===== src/rtl/wb_slot_decoder_if.sv =====
// wb_slot_decoder_if: CPU-side request/response and per-slot strobe/data/ack signals of the slot decoder.
interface wb_slot_decoder_if #(
  parameter int NSLOTS = 16,
  parameter int DW = 32
);
  localparam int CW = $clog2(NSLOTS);
  logic [CW-1:0] chipselect;
  logic cyc_i;
  logic we_i;
  logic [DW-1:0] dat_o;
  logic ack_o;
  logic err_o;
  logic [NSLOTS-1:0] slave_stb_o;
  logic [NSLOTS-1:0] slave_rd_o;
  logic [NSLOTS*DW-1:0] slave_dat_i;
  logic [NSLOTS-1:0] slave_ack_i;
  modport master (
    output chipselect, cyc_i, we_i, slave_dat_i, slave_ack_i,
    input dat_o, ack_o, err_o, slave_stb_o, slave_rd_o
  );
  modport slave (
    input chipselect, cyc_i, we_i, slave_dat_i, slave_ack_i,
    output dat_o, ack_o, err_o, slave_stb_o, slave_rd_o
  );
endinterface


===== src/rtl/wb_slot_decoder.sv =====
// wb_slot_decoder: slot decoder driving one-hot strobes, read mux and merged ack/err for the CPU bus.
// Define BUS_TIMEOUT_EN to raise err_o when an external slot stays unacked for TIMEOUT busy cycles.
module wb_slot_decoder #(
  parameter int NSLOTS = 16,
  parameter int DW = 32,
  parameter logic [NSLOTS-1:0] SLOT_MASK = 'h00B6,
  parameter logic [NSLOTS-1:0] LOCAL_MASK = 'h0006,
  parameter int LOCAL_WAIT = 2,
  parameter int TIMEOUT = 1023
) (
  input logic sysclock,
  input logic rst_i,
  wb_slot_decoder_if.slave bus
);
  localparam int CW = $clog2(NSLOTS);
  typedef enum logic [1:0] {IDLE, BUSY, DONE} state_t;
  state_t state;
  logic [CW-1:0] slot_q;
  logic we_q;
  logic [9:0] cnt;
  logic mapped, local_slot, ext_ack, live, ack, err;
  logic [DW-1:0] rd_mux;
  logic [NSLOTS-1:0] stb;
  always_comb begin
    mapped = 1'b0;
    local_slot = 1'b0;
    ext_ack = 1'b0;
    rd_mux = '0;
    for (int n = 0; n < NSLOTS; n++)
      if (slot_q == CW'(n)) begin
        mapped = SLOT_MASK[n];
        local_slot = SLOT_MASK[n] & LOCAL_MASK[n];
        ext_ack = bus.slave_ack_i[n];
        rd_mux = bus.slave_dat_i[n*DW +: DW];
      end
  end
  // cyc_i gates everything in BUSY so an abort drops strobe and suppresses ack/err at once
  assign live = state == BUSY && bus.cyc_i;
  assign ack = live && mapped && (local_slot ? cnt == 10'(LOCAL_WAIT) : ext_ack);
`ifdef BUS_TIMEOUT_EN
  assign err = live && (!mapped || (!local_slot && !ext_ack && cnt == 10'(TIMEOUT)));
`else
  assign err = live && !mapped;
`endif
  assign stb = (live && mapped) ? NSLOTS'(1) << slot_q : '0;
  assign bus.slave_stb_o = stb;
  assign bus.slave_rd_o = we_q ? '0 : stb;
  assign bus.ack_o = ack;
  assign bus.err_o = err;
  assign bus.dat_o = (state == BUSY && !we_q) ? rd_mux : '0;
  // DONE is the dead cycle; like IDLE it captures a pending cyc_i on its exit edge
  always_ff @(posedge sysclock or posedge rst_i)
    if (rst_i) begin
      state <= IDLE;
      slot_q <= '0;
      we_q <= 1'b0;
      cnt <= '0;
    end else if (state == BUSY) begin
      cnt <= (cnt == 10'(TIMEOUT)) ? cnt : cnt + 10'd1;
      state <= !bus.cyc_i ? IDLE : (ack || err) ? DONE : BUSY;
    end else begin
      state <= bus.cyc_i ? BUSY : IDLE;
      if (bus.cyc_i) begin
        slot_q <= bus.chipselect;
        we_q <= bus.we_i;
        cnt <= '0;
      end
    end
endmodule

===== src/flat_wrapper.sv =====
// flat-port wrapper written by rule: the top's interface ports become plain ports
module wb_slot_decoder_flat 
#(
  parameter int NSLOTS = 16,
  parameter int DW = 32,
  parameter logic [NSLOTS-1:0] SLOT_MASK = 'h00B6,
  parameter logic [NSLOTS-1:0] LOCAL_MASK = 'h0006,
  parameter int LOCAL_WAIT = 2,
  parameter int TIMEOUT = 1023
)
  (sysclock, rst_i, bus_chipselect, bus_cyc_i, bus_we_i, bus_slave_dat_i, bus_slave_ack_i, bus_dat_o, bus_ack_o, bus_err_o, bus_slave_stb_o, bus_slave_rd_o);
  wb_slot_decoder_if #(.NSLOTS(NSLOTS), .DW(DW)) bus_i ();
  input logic sysclock;
  input logic rst_i;
  input wire logic [$bits(bus_i.chipselect)-1:0] bus_chipselect;
  input wire logic [$bits(bus_i.cyc_i)-1:0] bus_cyc_i;
  input wire logic [$bits(bus_i.we_i)-1:0] bus_we_i;
  input wire logic [$bits(bus_i.slave_dat_i)-1:0] bus_slave_dat_i;
  input wire logic [$bits(bus_i.slave_ack_i)-1:0] bus_slave_ack_i;
  output wire logic [$bits(bus_i.dat_o)-1:0] bus_dat_o;
  output wire logic [$bits(bus_i.ack_o)-1:0] bus_ack_o;
  output wire logic [$bits(bus_i.err_o)-1:0] bus_err_o;
  output wire logic [$bits(bus_i.slave_stb_o)-1:0] bus_slave_stb_o;
  output wire logic [$bits(bus_i.slave_rd_o)-1:0] bus_slave_rd_o;
  assign bus_i.chipselect = bus_chipselect;
  assign bus_i.cyc_i = bus_cyc_i;
  assign bus_i.we_i = bus_we_i;
  assign bus_i.slave_dat_i = bus_slave_dat_i;
  assign bus_i.slave_ack_i = bus_slave_ack_i;
  assign bus_dat_o = bus_i.dat_o;
  assign bus_ack_o = bus_i.ack_o;
  assign bus_err_o = bus_i.err_o;
  assign bus_slave_stb_o = bus_i.slave_stb_o;
  assign bus_slave_rd_o = bus_i.slave_rd_o;
  wb_slot_decoder #(.NSLOTS(NSLOTS), .DW(DW), .SLOT_MASK(SLOT_MASK), .LOCAL_MASK(LOCAL_MASK), .LOCAL_WAIT(LOCAL_WAIT), .TIMEOUT(TIMEOUT)) u_core (.sysclock(sysclock), .rst_i(rst_i), .bus(bus_i));
endmodule

===== config.mk =====
export PLATFORM = sky130hd
export DESIGN_NAME = wb_slot_decoder_flat
export DESIGN_NICKNAME = d
export VERILOG_FILES = /design/src/rtl/wb_slot_decoder_if.sv /design/src/rtl/wb_slot_decoder.sv /design/src/flat_wrapper.sv
export SDC_FILE = /design/constraint.sdc
export NUM_CORES = 1
export LEC_CHECK = 0
export CAP_MARGIN = 20
export CORE_AREA = 2 2 236 238
export DETAILED_ROUTE_END_ITERATION = 6
export DIE_AREA = 0 0 238 240
export GPL_ROUTABILITY_DRIVEN = 0
export PLACE_DENSITY = 0.36
export SLEW_MARGIN = 20
export SYNTH_ARGS = -nofsm -noshare
export SYNTH_HDL_FRONTEND = slang
export SYNTH_SLANG_ARGS = --single-unit

===== constraint.sdc =====
create_clock -name sysclock -period 2.9 [get_ports sysclock]
set_input_delay 0.87 -clock sysclock [delete_from_list [all_inputs] [get_ports sysclock]]
set_output_delay 0.87 -clock sysclock [all_outputs]
set_load 0.05 [all_outputs]

Word-level counts from Yosys, hierarchy flattened

Cells that the tools add are included.

Logic and storage cells: 108
Register bits: 17
Output and inout bits: 66
Bits of input ports: 536

$add $sub $neg: 1
Shift-type cells: 1
Eq/ne operators: 19
Multiplexer cells: 70
Reductions and logical operators: 12
Bitwise operators: 1

Operator list:

| cell                  | count |
|---|---|
| $mux 32               | 17 |
| $mux 1                | 45 |
| $eq 4x4->1 const B    | 8 |
| $mux 16               | 2 |
| $mux 10               | 3 |
| $eq 4x3->1 const B    | 4 |
| $shl 1x4->16 const A  | 1 |
| $add 10x1->10 const B | 1 |
| $eq 10x10->1 const B  | 1 |
| $eq 10x2->1 const B   | 1 |
| $eq 4x2->1 const B    | 2 |
| $mux 2                | 3 |
| $logic_and 1x1->1     | 5 |
| $eq 4x1->1 const B    | 1 |
| $logic_not 4->1       | 1 |
| $reduce_and 2->1      | 2 |
| $eq 2x1->1 const B    | 1 |
| $logic_not 1->1       | 2 |
| $ne 2x2->1 const B    | 1 |
| $reduce_bool 2->1     | 1 |
| $logic_or 1x1->1      | 1 |
| $not 1->1             | 1 |

Longest topological paths before layout

Depth after elaboration: 23
Depth in mapped cells: 10
Depth with buffers taken out: 7

Worst setup path before layout

OpenSTA, ideal clock, no wires.

Path type: reg-to-output
Start: register u_core.slot_q[0]
End: output port bus_slave_rd_o[4]
Path buffers: 3
Path slack: -655 ps
Data arrival time: 2685 ps
Data required time: 2030 ps
Stages on the path, launching flop included: 6
Cell sequence: dfrtp_1 buf_6 or3b_1 clkbuf_1 buf_2 nor4_1

Word-level cells in the longest chain between the ends: 19
Elaborated cells between the ends (all ways): 34
Classes of those cells: eq/ne: 15; shift: 1; mux: 17; reduce/logical: 1

RTL lines:

| item                     | RTL line              | source |
|---|---|---|
| start: declaration       | wb_slot_decoder.sv:18 | `logic [CW-1:0] slot_q;` |
| start signal: assignment | wb_slot_decoder.sv:64 | `slot_q <= bus.chipselect;` |
| $eq 4x1->1               | wb_slot_decoder.sv:30 | `if (slot_q == CW'(n)) begin` |
| $mux 1 (15 in a row)     | wb_slot_decoder.sv:30 |  |
| $logic_and 1x1->1        | wb_slot_decoder.sv:45 | `assign stb = (live && mapped) ? NSLOTS'(1) << slot_q : '0;` |
| $mux 16 (*)              | wb_slot_decoder.sv:45 |  |
| $mux 16 (*)              | wb_slot_decoder.sv:47 | `assign bus.slave_rd_o = we_q ? '0 : stb;` |
| end: declaration         | flat_wrapper.sv:24    | `output wire logic [$bits(bus_i.slave_rd_o)-1:0] bus_slave_rd_o;` |

Every way passes the cells marked *; elsewhere a longest branch is shown, timed or not.

Final worst setup path

Start: input port bus_slave_dat_i[114]
End: output port bus_dat_o[18]

Word-level cells in the longest chain between the ends: 14

RTL lines:

| item                  | RTL line              | source |
|---|---|---|
| start: declaration    | flat_wrapper.sv:18    | `input wire logic [$bits(bus_i.slave_dat_i)-1:0] bus_slave_dat_i;` |
| $mux 32 (13 in a row) | wb_slot_decoder.sv:30 |  |
| $mux 32               | wb_slot_decoder.sv:50 | `assign bus.dat_o = (state == BUSY && !we_q) ? rd_mux : '0;` |
| end: declaration      | flat_wrapper.sv:20    | `output wire logic [$bits(bus_i.dat_o)-1:0] bus_dat_o;` |

Every way passes these cells.

==> results.txt <==
FP Rows = 86
IO Pins = 602
DR iter-0 viols = 557
Library cells used by synthesis = 70
CTS Sinks = 17
H-tree depth = 1
Fraction of layout cells with a size suffix above 1 = 42.6%
RR Endpoint = u_core.state[1]
Vias = 10600
Synth Flop Type = dfrtp_1
FF+latch area = 435 um^2
Die Width = 238 um
Multi-input logic area = 0.00715 mm^2
Pwr Density = 983 mW/mm^2
Synth area leaders = a21oi_1 (8.7%), mux2i_1 (7.9%), o21ai_0 (7.2%), dfrtp_1 (6.8%), o22ai_1 (5.9%)
Worst relative slew slack = 51.9%
Worst setup SP type = input pin
Yosys warnings = 0
Final wirelength = 60000 um
Seq/Total Area, Yosys = 6.81%
Post-route DRC violation count = 0
Crit Path Category = in2out
Worst slack at placement = -1.05 ns
Reg2Reg Depth = 12
Routed WL per cell = 25.1 um
CP peak stage delay = 0.48 ns
Core box area = 0.0547 mm^2
Yosys top cell by area = a21oi_1
Vias in the first global route = 11000
WP data arrival = 2.69 ns
CP Capture Point = bus_dat_o[18]
Hold WC Path Type = reg2reg
CP endpoint kind = output pin
Share of synthesized registers carrying an async set or reset = 100%
Die height = 240 um
Critical path fanouts, max = 1
Area delta synth->final = 187%
Layout Nets = 2217
Failing checks = setup timing
Hold Violations, Final = 0
Final period util = 123%
Antenna-violating nets left = 0
First-pass GRT wire length = 80300 um
Max_cap viols = 0
Initial core utilization = 11.4%
Achievable clock frequency = 281 MHz
Status = finished with violations
Most Frequent Cell on Critical Path = buf_6
GRT Util Overall = 19.4%
Clock Tree Root = clkbuf_16
Post-synthesis cell count = 884
Vias per cell = 4.43
TritonCTS Buffers = 3
Max-slew violation count = 0
RR Startpoint = u_core.slot_q[0]
FF+latch count, synth = 17
Worst-case clock buffer depth = 2
Fin Setup TNS = -17.09 ns
Req. time, crit path = 2.03 ns
Post-DP HPWL = 48100 um
Setup Viol. Count Final = 37
Worst setup margin = -0.662 ns
Post-synth EDFFs = 0
Worst-path cell chain = buf_6 > mux4_2 > nand2_2 > o41ai_2 > a211o_2 > a221oi_2 > buf_4 > o22ai_4 > buf_6
Synth Cell Area = 0.00624 mm^2
I/O Buffers = 579
Largest net degree at the start of global routing = 35
Initial antenna violation count = 9
CTS tree = done
Unrepaired setup endpoints after global routing = yes
Syn_area_per_cell = 7.06 um^2
# fillers = 5744
Clock skew = 0.00308 ns
Min Tclk post-route = 3.56 ns
DIE AREA = 0.0571 mm^2
Slowest cell on crit path = mux4_2
Slew @ Worst Pin = 0.721 ns
Worst skew pair latency = 0.25 ns
Reg clk slew, reported paths = 0.05 ns
Post-synth top area share = 8.74%
Max IR drop VDD = 0.383 mV
Global route overflow = 0
CP Launch Point = bus_slave_dat_i[114]
Drt first pass iters = 5
R2R setup slack = 0.38 ns
Leakage = 6.90 nW
[per-layer routing]
| metal | wire length [um] | global-route usage (%) |
|---|---|---|
| met5 | 36 | 0 |
| met4 | 563 | 1.80 |
| met3 | 2930 | 3.05 |
| met2 | 29300 | 33.5 |
| met1 | 27100 | 26.3 |
[where the power goes]
group          internal, mW  switching [mW]
sequential            0.314           0.105
clock                 0.187          0.0984
combinational          8.11            8.83
[cell type report]
type | count | area share, %
antenna | 6 | 0.0836
clock buffer | 4 | 0.439
inverter | 22 | 0.509
multi-input combinational | 753 | 39.8
sequential | 17 | 2.43
tap | 704 | 4.91
timing repair buffer | 882 | 51.8
[logic make-up (layout without fill, tap and decap cells)]
logic type / after synthesis / after routing / synth area share, %
compound gates: 435 / 435 / 45.9
xor+xnor: 2 / 2 / 0.281
fa+ha+maj: 2 / 2 / 0.401
buf+inv: 135 / 908 / 13.3
flops: 17 / 17 / 6.81
mux: 84 / 84 / 16.9
other cells: 1 / 28 / 0.0601
simple gates: 208 / 208 / 16.3
[worst max-delay path, delay by kind of cell]
family	cells	cell delay (ns)
AOI/OAI and AO/OA	4	0.81
buffers and inverters	3	0.45
muxes	1	0.48
and+or+nand+nor	1	0.09
[cell usage in the layout (no fill, tap or decap), types with 9 or more instances in the layout]
master,netlist,layout
dlygate4sd2_1,0,32
a211oi_1,17,16
nand2_2,0,19
o21ai_2,0,13
o221ai_1,16,13
a22oi_2,0,16
mux2i_1,49,40
nor2_2,3,13
dfrtp_1,17,13
mux4_2,15,15
a21oi_1,109,79
nand3_2,0,9
clkdlybuf4s50_1,0,438
a211o_1,14,11
nor3_4,0,16
o22ai_2,0,16
buf_6,14,90
mux2_2,20,15
conb_1,1,22
buf_4,29,191
o22ai_4,0,25
a221oi_4,0,11
a21oi_4,0,11
a221oi_2,10,20
a21oi_2,0,19
o22ai_1,59,18
clkbuf_16,0,9
nor2_1,51,39
buf_12,0,65
clkdlybuf4s15_1,0,24
buf_2,29,16
nand3_1,27,14
o21ai_1,8,26
inv_1,20,18
a22oi_1,43,27
nand2_1,51,29
nand2b_4,1,16
o21ai_0,90,54
[synthesized netlist by cell type, types with 14 or more instances]
cell and n:
a21oi_1 109, nand2_1 51, nor3_1 22, mux2i_1 49
a221oi_1 21, nand2b_1 21, a211o_1 14, o41ai_1 14
inv_1 20, buf_2 29, buf_4 29, nand3_1 27
buf_6 14, a22oi_1 43, o221ai_1 16, mux2_2 20
o21ai_0 90, clkbuf_1 33, mux4_2 15, dfrtp_1 17
a211oi_1 17, nor2_1 51, o22ai_1 59
[sequential cells by signal, indices dropped and copies added (netlist names)]
name           flops
u_core.slot_q      4
u_core.cnt        10
u_core.state       2
u_core.we_q        1
[how the worst min path moves through the flow]
stage | from | end | slack [ns] | cells past startpoint
finish | u_core.cnt[9] | u_core.cnt[9] | 0.53 | 1
global route | u_core.cnt[9] | u_core.cnt[9] | 0.56 | 1
CTS | u_core.cnt[9] | u_core.cnt[9] | 0.53 | 1
detailed placement | u_core.cnt[9] | u_core.cnt[9] | 0.52 | 1
global placement | u_core.cnt[9] | u_core.cnt[9] | 0.52 | 1
floorplan | u_core.cnt[9] | u_core.cnt[9] | 0.47 | 1
[per-stage QoR]
| stage | total power [mW] | hold WS (ns) | instances | util, % | instance area (um^2) |
|---|---|---|---|---|---|
| 2_1_floorplan | 6.88 | 0.471 | 905 | - | 6670 |
| 3_3_place_gp | 13.2 | 0.517 | 2293 | 27.1 | 14800 |
| 3_5_place_dp | 13.1 | 0.523 | 2293 | 27.1 | 14800 |
| 4_1_cts | 16.2 | 0.530 | 2341 | 30.9 | 16900 |
| 5_1_grt | 18.6 | 0.557 | 2386 | 32.8 | 17900 |
| 6_report | 17.6 | 0.533 | 2388 | 32.8 | 17900 |
[timing repair]
action / in CTS / in global routing
pin swaps: 130 / 90
endpoints found under the setup margin: 44 / 40
setup buffers: 44 / 45
gates cloned: 9 / 7
hold buffers: 0 / 0
gates resized for setup: 547 / 149
(Power assumes the default switching activity.)
